$ cat src/rtl/xmodem_loader.sv
// XMODEM (8-bit checksum) receiver that streams 128-byte blocks into instruction memory.
// Define XMODEM_LOADER_TIMEOUT_EN to add the inactivity timeout (NAK + rewind after TIMEOUT_CYCLES idle cycles).
module xmodem_loader #(
    parameter int NB_UART_DATA    = 8,
    parameter int NB_INSTRUCTION  = 32,
    parameter int IMEM_ADDR_WIDTH = 7,
    parameter int TIMEOUT_CYCLES  = 10000000
) (
    input  logic                       clk,
    input  logic                       i_rst,
    input  logic                       i_en,
    input  logic [NB_UART_DATA-1:0]    i_uart_rx_data,
    input  logic                       i_uart_rx_done,
    output logic                       o_uart_rd,
    input  logic                       i_uart_tx_done,
    output logic                       o_uart_wr,
    output logic [NB_UART_DATA-1:0]    o_uart_wdata,
    output logic                       o_uart_tx_start,
    output logic                       o_imem_wr,
    output logic [IMEM_ADDR_WIDTH-1:0] o_imem_addr,
    output logic [NB_INSTRUCTION-1:0]  o_imem_data,
    output logic                       o_busy,
    output logic                       o_done
);

    localparam int BPW     = NB_INSTRUCTION / NB_UART_DATA;
    localparam int LOG_BPW = (BPW > 1) ? $clog2(BPW) : 1;
    localparam logic [NB_UART_DATA-1:0]    SOH    = NB_UART_DATA'(8'h01);
    localparam logic [NB_UART_DATA-1:0]    EOT    = NB_UART_DATA'(8'h04);
    localparam logic [NB_UART_DATA-1:0]    ACK    = NB_UART_DATA'(8'h06);
    localparam logic [NB_UART_DATA-1:0]    NAK    = NB_UART_DATA'(8'h15);
    localparam logic [NB_UART_DATA-1:0]    ONE_B  = NB_UART_DATA'(1'b1);
    localparam logic [IMEM_ADDR_WIDTH-1:0] ONE_A  = IMEM_ADDR_WIDTH'(1'b1);

    if (BPW < 2 || (NB_INSTRUCTION % NB_UART_DATA) != 0 || TIMEOUT_CYCLES < 1) begin : g_bad_params
        $error("xmodem_loader: unsupported parameter combination");
    end

    typedef enum logic [3:0] {
        ST_IDLE     = 4'd0,
        ST_BLK      = 4'd1,
        ST_BLK_N    = 4'd2,
        ST_DATA     = 4'd3,
        ST_CKSUM    = 4'd4,
        ST_TX_WR    = 4'd5,
        ST_TX_START = 4'd6,
        ST_TX_WAIT  = 4'd7,
        ST_DONE     = 4'd8
    } state_t;

    function automatic logic [NB_UART_DATA-1:0] cksum_add(input logic [NB_UART_DATA-1:0] sum,
                                                           input logic [NB_UART_DATA-1:0] data);
        return sum + data;
    endfunction

    state_t                       state_q, state_d;
    logic [NB_UART_DATA-1:0]      exp_q, exp_d, blk_q, blk_d, cks_q, cks_d, wdata_q, wdata_d;
    logic                         bad_q, bad_d, eot_q, eot_d, busy_q, busy_d, done_q, done_d;
    logic                         rd_q, rd_d, gap_q, gap_d, wr_q, wr_d, start_q, start_d;
    logic                         imem_wr_q, imem_wr_d;
    logic [7:0]                   cnt_q, cnt_d;
    logic [NB_INSTRUCTION-1:0]    word_q, word_d, imem_data_q, imem_data_d;
    logic [IMEM_ADDR_WIDTH-1:0]   addr_q, addr_d, base_q, base_d, prev_q, prev_d;
    logic [IMEM_ADDR_WIDTH-1:0]   imem_addr_q, imem_addr_d;
    logic                         take_s, cks_ok_s;
`ifdef XMODEM_LOADER_TIMEOUT_EN
    localparam int TMO_W = $clog2(TIMEOUT_CYCLES) + 1;
    logic [TMO_W-1:0]             tmo_q, tmo_d;
    logic                         tmo_arm_s;
`endif

    // A byte is accepted only in receive states and outside the pop/gap cycles of the previous byte.
    always_comb begin
        take_s = 1'b0;
        case (state_q)
            ST_IDLE, ST_BLK, ST_BLK_N, ST_DATA, ST_CKSUM:
                take_s = i_en & i_uart_rx_done & ~rd_q & ~gap_q;
            default: take_s = 1'b0;
        endcase
    end

    // Next-state, datapath and strobe computation; i_en low holds everything.
    always_comb begin
        state_d = state_q;  exp_d = exp_q;  blk_d = blk_q;  cks_d = cks_q;  wdata_d = wdata_q;
        bad_d = bad_q;  eot_d = eot_q;  busy_d = busy_q;  done_d = done_q;  cnt_d = cnt_q;
        rd_d = rd_q;  gap_d = gap_q;  wr_d = wr_q;  start_d = start_q;  imem_wr_d = imem_wr_q;
        word_d = word_q;  imem_data_d = imem_data_q;  imem_addr_d = imem_addr_q;
        addr_d = addr_q;  base_d = base_q;  prev_d = prev_q;
        cks_ok_s = (i_uart_rx_data == cks_q);
`ifdef XMODEM_LOADER_TIMEOUT_EN
        tmo_d = tmo_q;
        tmo_arm_s = 1'b0;
`endif
        if (i_en) begin
            rd_d = take_s;
            gap_d = rd_q;
            wr_d = 1'b0;
            start_d = 1'b0;
            imem_wr_d = 1'b0;
            case (state_q)
                ST_IDLE: begin
                    if (take_s && i_uart_rx_data == SOH) begin
                        state_d = ST_BLK;
                        cks_d = '0;
                        cnt_d = 8'd0;
                        bad_d = 1'b0;
                        busy_d = 1'b1;
                    end else if (take_s && i_uart_rx_data == EOT) begin
                        state_d = ST_TX_WR;
                        wr_d = 1'b1;
                        wdata_d = ACK;
                        eot_d = 1'b1;
                    end else begin
                        state_d = ST_IDLE;
                    end
                end
                ST_BLK: begin
                    if (take_s) begin
                        // A repeat of the last accepted block overwrites that block's own words.
                        blk_d = i_uart_rx_data;
                        addr_d = (i_uart_rx_data == exp_q - ONE_B) ? prev_q : base_q;
                        state_d = ST_BLK_N;
                    end else begin
                        state_d = ST_BLK;
                    end
                end
                ST_BLK_N: begin
                    if (take_s) begin
                        bad_d = (i_uart_rx_data != ~blk_q);
                        state_d = ST_DATA;
                    end else begin
                        state_d = ST_BLK_N;
                    end
                end
                ST_DATA: begin
                    if (take_s) begin
                        cks_d = cksum_add(cks_q, i_uart_rx_data);
                        word_d = {i_uart_rx_data, word_q[NB_INSTRUCTION-1:NB_UART_DATA]};
                        cnt_d = cnt_q + 8'd1;
                        if (cnt_q[LOG_BPW-1:0] == LOG_BPW'(BPW - 1)) begin
                            imem_wr_d = 1'b1;
                            imem_addr_d = addr_q;
                            imem_data_d = {i_uart_rx_data, word_q[NB_INSTRUCTION-1:NB_UART_DATA]};
                            addr_d = addr_q + ONE_A;
                        end else begin
                            imem_wr_d = 1'b0;
                        end
                        state_d = (cnt_q == 8'd127) ? ST_CKSUM : ST_DATA;
                    end else begin
                        state_d = ST_DATA;
                    end
                end
                ST_CKSUM: begin
                    if (take_s) begin
                        state_d = ST_TX_WR;
                        wr_d = 1'b1;
                        if (cks_ok_s && !bad_q && blk_q == exp_q) begin
                            wdata_d = ACK;
                            exp_d = exp_q + ONE_B;
                            prev_d = base_q;
                            base_d = addr_q;
                        end else if (cks_ok_s && !bad_q && blk_q == exp_q - ONE_B) begin
                            wdata_d = ACK;
                            addr_d = base_q;
                        end else begin
                            wdata_d = NAK;
                            addr_d = base_q;
                        end
                    end else begin
                        state_d = ST_CKSUM;
                    end
                end
                ST_TX_WR: begin
                    state_d = ST_TX_START;
                    start_d = 1'b1;
                end
                ST_TX_START: state_d = ST_TX_WAIT;
                ST_TX_WAIT: begin
                    if (i_uart_tx_done && eot_q) begin
                        state_d = ST_DONE;
                        done_d = 1'b1;
                        busy_d = 1'b0;
                    end else if (i_uart_tx_done) begin
                        state_d = ST_IDLE;
                    end else begin
                        state_d = ST_TX_WAIT;
                    end
                end
                ST_DONE: state_d = ST_DONE;
                default: state_d = ST_IDLE;
            endcase
`ifdef XMODEM_LOADER_TIMEOUT_EN
            case (state_q)
                ST_BLK, ST_BLK_N, ST_DATA, ST_CKSUM: tmo_arm_s = 1'b1;
                ST_IDLE:                             tmo_arm_s = busy_q;
                default:                             tmo_arm_s = 1'b0;
            endcase
            if (!tmo_arm_s || take_s) begin
                tmo_d = '0;
            end else if (tmo_q == TMO_W'(TIMEOUT_CYCLES - 1)) begin
                tmo_d = '0;
                state_d = ST_TX_WR;
                wr_d = 1'b1;
                wdata_d = NAK;
                addr_d = base_q;
            end else begin
                tmo_d = tmo_q + TMO_W'(1);
            end
`endif
        end else begin
            state_d = state_q;
        end
    end

    // State and registered outputs; reset abandons any block or reply in progress.
    always_ff @(posedge clk or posedge i_rst) begin
        if (i_rst) begin
            state_q <= ST_IDLE;  exp_q <= ONE_B;  blk_q <= '0;  cks_q <= '0;  wdata_q <= '0;
            bad_q <= 1'b0;  eot_q <= 1'b0;  busy_q <= 1'b0;  done_q <= 1'b0;  cnt_q <= 8'd0;
            rd_q <= 1'b0;  gap_q <= 1'b0;  wr_q <= 1'b0;  start_q <= 1'b0;  imem_wr_q <= 1'b0;
            word_q <= '0;  imem_data_q <= '0;  imem_addr_q <= '0;
            addr_q <= '0;  base_q <= '0;  prev_q <= '0;
`ifdef XMODEM_LOADER_TIMEOUT_EN
            tmo_q <= '0;
`endif
        end else begin
            state_q <= state_d;  exp_q <= exp_d;  blk_q <= blk_d;  cks_q <= cks_d;  wdata_q <= wdata_d;
            bad_q <= bad_d;  eot_q <= eot_d;  busy_q <= busy_d;  done_q <= done_d;  cnt_q <= cnt_d;
            rd_q <= rd_d;  gap_q <= gap_d;  wr_q <= wr_d;  start_q <= start_d;  imem_wr_q <= imem_wr_d;
            word_q <= word_d;  imem_data_q <= imem_data_d;  imem_addr_q <= imem_addr_d;
            addr_q <= addr_d;  base_q <= base_d;  prev_q <= prev_d;
`ifdef XMODEM_LOADER_TIMEOUT_EN
            tmo_q <= tmo_d;
`endif
        end
    end

    assign o_uart_rd       = rd_q & i_en;
    assign o_uart_wr       = wr_q & i_en;
    assign o_uart_tx_start = start_q & i_en;
    assign o_imem_wr       = imem_wr_q & i_en;
    assign o_uart_wdata    = wdata_q;
    assign o_imem_addr     = imem_addr_q;
    assign o_imem_data     = imem_data_q;
    assign o_busy          = busy_q;
    assign o_done          = done_q;

endmodule
$ cat config.mk
export PLATFORM = sky130hd
export DESIGN_NAME = xmodem_loader
export DESIGN_NICKNAME = d
export VERILOG_FILES = /design/src/rtl/xmodem_loader.sv
export SDC_FILE = /design/constraint.sdc
export NUM_CORES = 1
export LEC_CHECK = 0
export ABC_CLOCK_PERIOD_IN_PS = 4600
export BUFFER_PORTS_ARGS = -buffer_cell sky130_fd_sc_hd__buf_2
export CORE_MARGIN = 3
export CORE_UTILIZATION = 59
export DETAILED_ROUTE_END_ITERATION = 10
export GPL_TIMING_DRIVEN = 0
export PLACE_DENSITY = 0.87
export SLEW_MARGIN = 15
export SYNTH_ARGS = -nofsm -noshare
export SYNTH_HDL_FRONTEND = slang
export SYNTH_SLANG_ARGS = --single-unit
$ cat constraint.sdc
create_clock -name clk -period 4.6 [get_ports clk]
set_input_delay 0.69 -clock clk [delete_from_list [all_inputs] [get_ports clk]]
set_output_delay 0.69 -clock clk [all_outputs]
set_load 0.005 [all_outputs]
==> flow_summary.ini <==
[detailed_routing]
wirelength_mm = 16.0
viasPerCell = 5.96
wl_met1_mm = 6.51
drc = 0
antenna_left = 0
vias = 5296
routed.top_layer = met4
firstDrtPassIters = 5
post_drt_wl_per_cell_um = 18.0
drtIter0Drc = 490
dr_wl_met2_mm = 7.86
met3_length_mm = 1.05

[pwr]
leakagePower_nw = 3.89
power_mw = 3.47
power.density_nw_per_um2 = 449
peakVddDrop_v = 0.000272

[finish]
diodes = 0
post-route-util = 0.707
area_growth_pct = 16.2
drive_above_1_share = 0.238
final_nets = 760

[synthesis]
synthArstFlopShare = 1.00
synthDominantAreaCellType = dfrtp_1
syn_inst = 652
synth_edf_count = 0
yosys_warnings = 0
ys_seq_elements = 132
seq_area_frac_synth = 0.496
avgSynthCellArea_sq_um = 10.2
ys_types = 59
synth_ff_type = dfrtp_1
synth_top_area_frac = 0.492
netlist_area_sq_um = 6660
yosys-top-cells-area = dfrtp_1 (49%), mux2_2 (9.5%), nand2_1 (6.3%), xnor2_1 (3.9%), xor2_1 (2.8%)

[setup_path]
reg2reg_from = exp_q[0]$_DFFE_PP1P_
crit_arrival_ns = 3.24
end_kind = register
r2r_cells = 11
path_cells = inv_1, ha_1, clkbuf_1, nor2b_1, or3_1, a31oi_1, nand3_1, a21o_1, buf_6, and3_1, o32a_1
crit_required_ns = 4.91
slowest_delay_ns = 0.61
cp_max_fo = 9
critPathKind = reg2reg
r2r-end = addr_q[5]$_DFFE_PP0P_
r2r_setup_slack_ns = 1.67
critPathLaunchType = register
slowest_stage = dfstp_2

[sta]
finalClockSkew_ns = 0.00950
setup_viol = 0
timing.hold.ws_ns = 0.291
min_period_ns = 2.93
drv_slew = 0
fin_ws_ns = 1.67
hold_viol_final = 0
tightest_slew_ns = 0.969
fin_setup_tns_ns = 0
slew_headroom = 0.348
max_freq_mhz = 341
rsz0062_at_grt = false
layout_worst_path_cycle_share = 0.638

[floorplan]
std_cell_rows = 38
die-height_um = 112
die_area_sq_um = 12600
start_util = 0.609
coreArea_sq_um = 10900
fp.dieW_um = 112
pin_count = 66

[cts]
cts_made_buffers = 17
hold_buffers = 0
insertion_delay_ns = 0.43
cts-root-buf = clkbuf_16
cts_sinks = 132
cts_setup_buffers = 0
htreeDepth = 4
clk_pin_slew_ns = 0.06
ctsResizeCount = 0
cts_buffer_depth = 2
cts_tree = done

[global_route]
grt-ovfl-total = 0
grt.total_usage = 0.268
grt_pass1_wl_mm = 26.8
first_global_vias = 5503
grt_max_degree = 85
antenna_found_initial = 0

[outcome]
outcome = completed

[placement]
gp_congestion = 0.880
port_buffers = 60
preCtsSetupSlack_ns = 1.25
hpwl_mm = 10.9

[flow_run]
maxCapViolations = 0

[worst_hold_path]
hold_class = in2async
==> through the flow <==
stage               std cells  cell area (sq um)
detailed placement        856               7180
CTS                       888               7740
finish                    888               7740
global route              888               7740
global placement          855               7150
floorplan                 655               6670
==> area by class of cell <==
class,instances,area [sq um]
sequential,132,3300
fill,788,3200
multi-input combinational,466,3090
clock buffer,23,478
timing repair buffer,61,328
buffer,42,223
tap,140,175
clock inverter,9,78.8
inverter,15,61.3
==> layout by cell type (no fill, tap or decap), drive strengths merged, types with 3 or more instances in the layout <==
master,count
and2,3
buf,80
a21oi,12
or2,8
xnor2,30
or3,6
inv,15
mux2i,8
o21ai,29
nor2,36
a211oi,3
nand3,20
clkbuf,46
a31oi,9
and3,8
a22o,8
dfrtp,131
mux2,57
nand2,111
xor2,21
nor2b,7
clkinv,6
ha,11
a21o,7
nand2b,8
nor4,10
conb,4
nor3,11
nand4,10
==> routing by layer <==
| layer | GRT usage | vias to the layer above |
|---|---|---|
| met1 | 0.339 | 2590 |
| met2 | 0.437 | 241 |
| met4 | 0.127 | 0 |
| li1 | - | 2408 |
| met3 | 0.0636 | 57 |
| met5 | 0 | - |
==> power by group <==
| group | switching, mW | total, mW | internal (mW) |
|---|---|---|---|
| logic | 0.410 | 0.708 | 0.298 |
| clock network | 0.499 | 1.28 | 0.780 |
| registers | 0.159 | 1.49 | 1.33 |
==> state kept, by name (all words and copies together) (netlist names), 3 cells and up <==
signal / flops
o_imem_data: 32
cnt_q: 8
prev_q: 7
o_imem_addr: 7
word_q: 24
base_q: 7
cks_q: 8
o_uart_wdata: 3
blk_q: 8
addr_q: 7
state_q: 4
exp_q: 8
==> cell usage after synthesis, types with 3 or more instances <==
| library cell | number |
|---|---|
| a21oi_1 | 12 |
| nand3_1 | 20 |
| inv_1 | 15 |
| nand4_1 | 10 |
| buf_4 | 6 |
| a31oi_1 | 9 |
| nor4_1 | 10 |
| and3_1 | 7 |
| a22o_1 | 8 |
| or3_1 | 5 |
| a211oi_1 | 3 |
| and2_1 | 3 |
| buf_2 | 4 |
| nand2b_1 | 8 |
| clkbuf_1 | 23 |
| xnor2_1 | 30 |
| buf_1 | 4 |
| o21ai_0 | 27 |
| mux2_2 | 56 |
| a21o_1 | 7 |
| buf_6 | 5 |
| xor2_1 | 21 |
| mux2i_1 | 8 |
| nor2b_1 | 7 |
| ha_1 | 11 |
| nor3_1 | 11 |
| dfrtp_1 | 131 |
| or2_2 | 8 |
| nor2_1 | 35 |
| nand2_1 | 111 |
==> kinds of logic (layout without fill, tap and decap cells) <==
family | after synthesis | after routing | synth area share
buf+inv | 57 | 150 | 0.0419
xor+xnor | 51 | 51 | 0.0671
other cells | 1 | 4 | 0.000563
flops | 132 | 132 | 0.496
fa+ha+maj | 12 | 12 | 0.0237
mux | 65 | 65 | 0.109
simple gates | 244 | 244 | 0.172
compound gates | 90 | 90 | 0.0894
==> critical path: cells and delay by family (launching register included) <==
kind                       cells  cell delay (ns)
AOI/OAI and AO/OA              3             0.70
buffers and inverters          3             0.45
adders and majority gates      1             0.22
DFF                            1             0.61
and+or+nand+nor                4             0.81
==> worst max-delay path by stage <==
stage	from	to	cells after the start
after detailed placement	i_uart_rx_data[3]	prev_q[1]$_DFFE_PP0P_	9
after CTS	i_uart_rx_data[3]	prev_q[1]$_DFFE_PP0P_	9
after global routing	state_q[3]$_DFFE_PP0P_	prev_q[1]$_DFFE_PP0P_	8
after floorplan	i_rst	addr_q[0]$_DFFE_PP0P_	1
after global placement	i_rst	o_imem_data[25]$_DFFE_PP0P_	2
final	exp_q[0]$_DFFE_PP1P_	addr_q[5]$_DFFE_PP0P_	11
No activity file was read; power rests on OpenSTA's default activity.
